### src/rtl/div_unit_if.sv
// -----------------------------------------------------------------------------
// div_unit_if
//   Request / result bundle between the execute stage and the iterative
//   divider.
//
//   Signals (WIDTH-bit operands/results):
//     flush       pipeline flush, cancels any operation in flight
//     div_valid   operation request
//     div_ready   divider can accept a request
//     div_signed  1 = signed (div.w/mod.w), 0 = unsigned (div.wu/mod.wu)
//     dividend    numerator, captured on acceptance
//     divisor     denominator, captured on acceptance
//     res_valid   quotient/remainder valid
//     res_ready   consumer takes the result
//     quotient    registered quotient
//     remainder   registered remainder
//
//   Modports: master = execute stage (requester), slave = divider.
// -----------------------------------------------------------------------------
interface div_unit_if #(
  parameter int WIDTH = 32
);
  logic             flush;
  logic             div_valid;
  logic             div_ready;
  logic             div_signed;
  logic [WIDTH-1:0] dividend;
  logic [WIDTH-1:0] divisor;
  logic             res_valid;
  logic             res_ready;
  logic [WIDTH-1:0] quotient;
  logic [WIDTH-1:0] remainder;

  modport master (
    output flush, div_valid, div_signed, dividend, divisor, res_ready,
    input  div_ready, res_valid, quotient, remainder
  );

  modport slave (
    input  flush, div_valid, div_signed, dividend, divisor, res_ready,
    output div_ready, res_valid, quotient, remainder
  );
endinterface

### src/rtl/div_unit.sv
// -----------------------------------------------------------------------------
// div_unit
//   Iterative radix-2 restoring divider for div.w / div.wu / mod.w / mod.wu.
//   Works on operand magnitudes and applies the result signs on the final
//   step, so the remainder takes the sign of the dividend (truncating
//   division). One request at a time; 32 iteration cycles after acceptance,
//   then the result is held until the consumer takes it.
//
//   Ports:
//     clk     rising-edge clock
//     resetn  synchronous active-low reset
//     bus     div_unit_if.slave: request handshake, operands, result handshake,
//             quotient/remainder, flush
// -----------------------------------------------------------------------------
module div_unit #(
  parameter int WIDTH = 32
) (
  input  logic       clk,
  input  logic       resetn,
  div_unit_if.slave  bus
);

  localparam int CNT_W = $clog2(WIDTH) + 1;
  localparam logic [WIDTH-1:0] ONE      = WIDTH'(1);
  localparam logic [CNT_W-1:0] CNT_ONE  = CNT_W'(1);
  localparam logic [CNT_W-1:0] CNT_LAST = CNT_W'(WIDTH - 1);

  typedef enum logic [1:0] {
    IDLE = 2'd0,
    CALC = 2'd1,
    DONE = 2'd2
  } state_t;

  state_t           state;
  logic [CNT_W-1:0] cnt;
  logic [WIDTH-1:0] prem;        // partial remainder
  logic [WIDTH-1:0] dmag;        // dividend magnitude, quotient bits shift in
  logic [WIDTH-1:0] smag;        // divisor magnitude
  logic             q_neg;
  logic             r_neg;
  logic [WIDTH-1:0] quotient_r;
  logic [WIDTH-1:0] remainder_r;

  logic [WIDTH:0]   shifted;
  logic [WIDTH:0]   diff;
  logic             fits;
  logic [WIDTH-1:0] prem_nxt;
  logic [WIDTH-1:0] dmag_nxt;

  function automatic logic [WIDTH-1:0] abs_val(input logic [WIDTH-1:0] v,
                                               input logic             sgn);
    return (sgn && v[WIDTH-1]) ? (~v + ONE) : v;
  endfunction

  function automatic logic [WIDTH-1:0] cond_neg(input logic [WIDTH-1:0] v,
                                                input logic             neg);
    return neg ? (~v + ONE) : v;
  endfunction

  // Iteration step: partial remainder is always below the divisor magnitude,
  // so the shifted value fits WIDTH+1 bits and the MSB of the WIDTH+1-bit
  // difference is a reliable borrow flag.
  assign shifted  = {prem, dmag[WIDTH-1]};
  assign diff     = shifted - {1'b0, smag};
  assign fits     = ~diff[WIDTH];
  assign prem_nxt = fits ? diff[WIDTH-1:0] : shifted[WIDTH-1:0];
  assign dmag_nxt = {dmag[WIDTH-2:0], fits};

  always_ff @(posedge clk) begin
    if (!resetn) begin
      state       <= IDLE;
      cnt         <= '0;
      quotient_r  <= '0;
      remainder_r <= '0;
    end else if (bus.flush) begin
      state <= IDLE;
    end else begin
      case (state)
        IDLE: begin
          if (bus.div_valid) begin
            dmag  <= abs_val(bus.dividend, bus.div_signed);
            smag  <= abs_val(bus.divisor, bus.div_signed);
            q_neg <= bus.div_signed & (bus.dividend[WIDTH-1] ^ bus.divisor[WIDTH-1]);
            r_neg <= bus.div_signed & bus.dividend[WIDTH-1];
            cnt   <= '0;
            prem  <= '0;
            if (bus.divisor == '0) begin
              // Divide by zero: architectural result, no iteration.
              quotient_r  <= '1;
              remainder_r <= bus.dividend;
              state       <= DONE;
            end else begin
              state <= CALC;
            end
          end
        end
        CALC: begin
          prem <= prem_nxt;
          dmag <= dmag_nxt;
          cnt  <= cnt + CNT_ONE;
          if (cnt == CNT_LAST) begin
            quotient_r  <= cond_neg(dmag_nxt, q_neg);
            remainder_r <= cond_neg(prem_nxt, r_neg);
            state       <= DONE;
          end
        end
        DONE: begin
          if (bus.res_ready) state <= IDLE;
        end
        default: state <= IDLE;
      endcase
    end
  end

  assign bus.div_ready = (state == IDLE);
  assign bus.res_valid = (state == DONE);
  assign bus.quotient  = quotient_r;
  assign bus.remainder = remainder_r;

endmodule

### src/flat_wrapper.sv
// flat-port wrapper written by rule: the top's interface ports become plain ports
module div_unit_flat 
#(
  parameter int WIDTH = 32
)
  (clk, resetn, bus_flush, bus_div_valid, bus_div_signed, bus_dividend, bus_divisor, bus_res_ready, bus_div_ready, bus_res_valid, bus_quotient, bus_remainder);
  div_unit_if #(.WIDTH(WIDTH)) bus_i ();
  input  logic clk;
  input  logic resetn;
  input wire logic [$bits(bus_i.flush)-1:0] bus_flush;
  input wire logic [$bits(bus_i.div_valid)-1:0] bus_div_valid;
  input wire logic [$bits(bus_i.div_signed)-1:0] bus_div_signed;
  input wire logic [$bits(bus_i.dividend)-1:0] bus_dividend;
  input wire logic [$bits(bus_i.divisor)-1:0] bus_divisor;
  input wire logic [$bits(bus_i.res_ready)-1:0] bus_res_ready;
  output wire logic [$bits(bus_i.div_ready)-1:0] bus_div_ready;
  output wire logic [$bits(bus_i.res_valid)-1:0] bus_res_valid;
  output wire logic [$bits(bus_i.quotient)-1:0] bus_quotient;
  output wire logic [$bits(bus_i.remainder)-1:0] bus_remainder;
  assign bus_i.flush = bus_flush;
  assign bus_i.div_valid = bus_div_valid;
  assign bus_i.div_signed = bus_div_signed;
  assign bus_i.dividend = bus_dividend;
  assign bus_i.divisor = bus_divisor;
  assign bus_i.res_ready = bus_res_ready;
  assign bus_div_ready = bus_i.div_ready;
  assign bus_res_valid = bus_i.res_valid;
  assign bus_quotient = bus_i.quotient;
  assign bus_remainder = bus_i.remainder;
  div_unit #(.WIDTH(WIDTH)) u_core (.clk(clk), .resetn(resetn), .bus(bus_i));
endmodule
### config.mk
export PLATFORM = sky130hd
export DESIGN_NAME = div_unit_flat
export DESIGN_NICKNAME = d
export VERILOG_FILES = /design/src/rtl/div_unit_if.sv /design/src/rtl/div_unit.sv /design/src/flat_wrapper.sv
export SDC_FILE = /design/constraint.sdc
export NUM_CORES = 1
export LEC_CHECK = 0
export CELL_PAD_IN_SITES_DETAIL_PLACEMENT = 1
export CELL_PAD_IN_SITES_GLOBAL_PLACEMENT = 1
export CORE_MARGIN = 3
export CORE_UTILIZATION = 43
export DETAILED_ROUTE_END_ITERATION = 8
export PLACE_DENSITY = 0.9
export RECOVER_POWER = 25
export REMOVE_ABC_BUFFERS = 1
export SLEW_MARGIN = 5
export SYNTH_ARGS = -nofsm -noshare
export SYNTH_HDL_FRONTEND = slang
export SYNTH_SLANG_ARGS = --single-unit
### constraint.sdc
create_clock -name clk -period 5.82 [get_ports clk]
set_input_delay 0.873 -clock clk [delete_from_list [all_inputs] [get_ports clk]]
set_output_delay 0.873 -clock clk [all_outputs]
set_load 0.005 [all_outputs]
==> flow_summary.ini <==
[floorplan]
core-area_sq_um = 27200
pin_count = 136
die_y_microns = 173
initial_core_util_pct = 44.2
core.rowCount = 60
dieArea_sq_um = 30000
die_w_microns = 173

[critical_path]
cpPeakStageDelay_ps = 440
crit_path_max_fanout = 10
crit_chain = inv_1, ha_1, inv_1, fa_1, a211oi_1, o211ai_1, a21oi_1, o21ai_1, a21oi_1, nor2_4, inv_2, mux2i_1, ha_1, inv_1, nor2_1, o2111ai_1, or2_2, nor3b_2, mux2i_1, o21ai_0, xnor2_1, nand2_1, a31oi_1
critPathLaunchType = flop
reg2reg_from = u_core.dmag[31]
path_common_cell = inv_1
path_buf_inv = 4
cpMaxStageDelayCell = edfxtp_1
regToRegEndpoint = u_core.bus.remainder[14]
end_kind = flop
r2r_setup_slack_ps = 530
worstPathArrival_ps = 5660
worstSetupPathType = reg -> reg
cp_data_required_time_ps = 6190
path_delay_family = compound AO/OA/AOI/OAI gates
ff2ff_path_depth = 23

[place]
hpwlAfterDp_mm = 30.0
io_buffers = 135
place_inst = 1872
dpl_cell_area_sq_um = 13700
gp_congestion = 0.926

[global_routing]
grt_max_degree = 111
grt_util_all_layers_pct = 26.8
grt_pass1_wl_mm = 65.6
gr-usage-met2_pct = 46.1
grt_util_met3_pct = 4.13
grt_pass1_vias = 12300
antenna_found_initial = 0
grt.met1_usage_pct = 33.8
grt-busiest-layer = met2
overflow = 0

[final_layout]
multiInputGateArea_sq_um = 7080
fin_nets = 1627
fin_area_sq_um = 14200
diodes = 0
final_util_pct = 52.4
area_growth_syn_to_layout_pct = 18.6
layout-drive-gt1-share_pct = 5.87
fill_cells = 3263
regArea_sq_um = 4380
stdcell_count = 1904

[synth]
yosys_warnings = 0
ys_top_cells_by_count = nor2_1 (145), nand2_1 (133), a21oi_1 (125), o21ai_0 (114), edfxtp_1 (98)
syn_area_sq_um = 12000
yosysUniqueCellTypes = 85
ys.flop_type = edfxtp_1
yosysMostFrequentCell = nor2_1
synth-seq-cells = 170
yosysTopAreaCell = edfxtp_1
yosysSeqAreaShare_pct = 36.5
synthTopCellsByArea = edfxtp_1 (25%), dfxtp_1 (12%), xor2_1 (5.3%)
synth_top_area_share_pct = 24.5
synth-edff-count = 98
syn_inst = 1425
async_flop_share_pct = 0
syn_area_per_cell_sq_um = 8.43

[min_path]
holdPathStages = 2
hp-class = reg -> reg
hp-start = u_core.bus.remainder[0]
hold-path-endpoint = u_core.bus.remainder[0]

[clocking]
cts_tree = built
cts_buffers = 17
cts.sinks = 170
clkLatencyLatePin_ps = 450
clk_pin_slew_ps = 80
cts.htree.levels = 4
cts-root-buf = clkbuf_16
clockBufferDepth = 2
hold_buffers = 0

[timing]
period_share_pct = 90.9
slew_headroom_pct = -43.5
finalHoldViolations = 0
worstMarginPinSlew_ps = 2150
slew_viol_final = 111
rsz0062_at_grt = no
fin_crit_ps = 5290
max_freq_mhz = 189
setup_viol = 0
finalSetupTns_ps = 0
skew_ps = 12.9

[power]
peakVddDrop_uv = 152
total_power_mw = 3.11
powerDensity_nw_per_um2 = 219
power_leakage_nw = 5.34

[outcome]
violations = capacitance limit, slew limit
status = finished with violations

[detailed_routing]
firstDrtPassIters = 5
antenna_left = 0
routedWlPerCell_microns = 21.6
viasPerCell = 6.19
drt-initial-drc-count = 948
drc = 0
vias = 11800
wl_mm = 41.1

[run]
maxCapViolCount = 1
## worst register-to-register path, delay by kind of cell (launching register included)
kind / cells / cell delay, ps
xor+xnor: 1 / 140
fa+ha+maj: 3 / 880
buf+inv: 4 / 450
mux: 2 / 560
simple gates: 5 / 890
compound gates: 8 / 1870
flops: 1 / 440
## metrics by stage
stage / hold slack, ps / setup WS, ps
floorplan: 448 / -126
global placement: 443 / 847
detailed placement: 463 / 611
CTS: 485 / 491
global route: 517 / 168
finish: 483 / 528
## final cells by class
| type | instances | share of cell area, % |
|---|---|---|
| Clock buffer | 18 | 3.16 |
| Clock inverter | 14 | 1.00 |
| Inverter | 58 | 1.53 |
| Multi-Input combinational cell | 1118 | 49.7 |
| Sequential cell | 170 | 30.8 |
| Tap cell | 372 | 3.27 |
| Timing Repair Buffer | 154 | 10.5 |
## cells in the final DEF, fill, tap and decap left out, types with 5 or more instances in the layout
master           count
o41ai_1             13
o21ai_1             11
xor2_1              73
or3_1               14
a21oi_1            125
nor2b_1              5
clkdlybuf4s50_1     66
mux2_2               7
dlygate4sd3_1       69
nand2_1            133
nand3_1             30
nor2_1             144
o31ai_1             21
nor3_1              35
nand4_1             12
buf_4               16
or4_1                9
a311oi_1            20
dfxtp_1             72
a31oi_1             21
nor3b_1              5
ha_1                37
and4_1               5
and3_1              15
and2_1              11
o211ai_1            14
inv_6                5
nor4_1              13
inv_1               56
o21ai_0            114
xnor2_1             60
a211oi_1            13
nand3b_1             6
a21o_1              20
clkbuf_16           18
mux2i_1             28
edfxtp_1            98
nand2b_1            20
## flip-flops by register name, summed over array words and instances (netlist names)
name	flops
u_core.bus.quotient	32
u_core.bus.remainder	32
u_core.dmag	32
u_core.prem	32
u_core.smag	32
u_core.cnt	6
u_core.state	2
u_core.q_neg	1
u_core.r_neg	1
## worst max-delay path by stage
stage	start	cells after the start	end	slack (ps)
floorplan	u_core.dmag[31]	23	u_core.bus.remainder[14]	-130
global placement	bus_divisor[3]	13	u_core.bus.quotient[1]	850
detailed placement	u_core.dmag[31]	23	u_core.bus.remainder[14]	610
CTS	u_core.dmag[31]	23	u_core.bus.remainder[14]	490
global route	u_core.dmag[31]	23	u_core.bus.remainder[14]	170
finish	u_core.dmag[31]	23	u_core.bus.remainder[14]	530
## layer usage
layer	wire length (microns)	vias up
met5	0	-
met4	1500	0
met3	2290	107
met2	19900	455
met1	17400	5818
li1	-	5402
## what timing repair did
action / in CTS / in global routing
endpoints found under the hold margin: 0 / 0
endpoints found under the setup margin: 0 / 1
gates resized for setup: 0 / 1
setup buffers: 0 / 0
## cells by family after synthesis
| group | Yosys count | synth area share, % |
|---|---|---|
| AND/OR/NAND/NOR | 479 | 19.2 |
| AO/OA/AOI/OAI | 433 | 22.8 |
| flip-flops | 170 | 36.5 |
| buffers and inverters | 137 | 4.74 |
| XOR/XNOR | 133 | 9.70 |
| adder cells (fa/ha/maj) | 38 | 4.02 |
| multiplexers | 35 | 2.99 |
## where the power goes
part           internal (mW)  switching (mW)  leakage, nW
Sequential              1.31          0.0274         1.49
Clock                  0.598           0.583        0.291
Combinational          0.223           0.369         3.56
(Power assumes the default switching activity.)
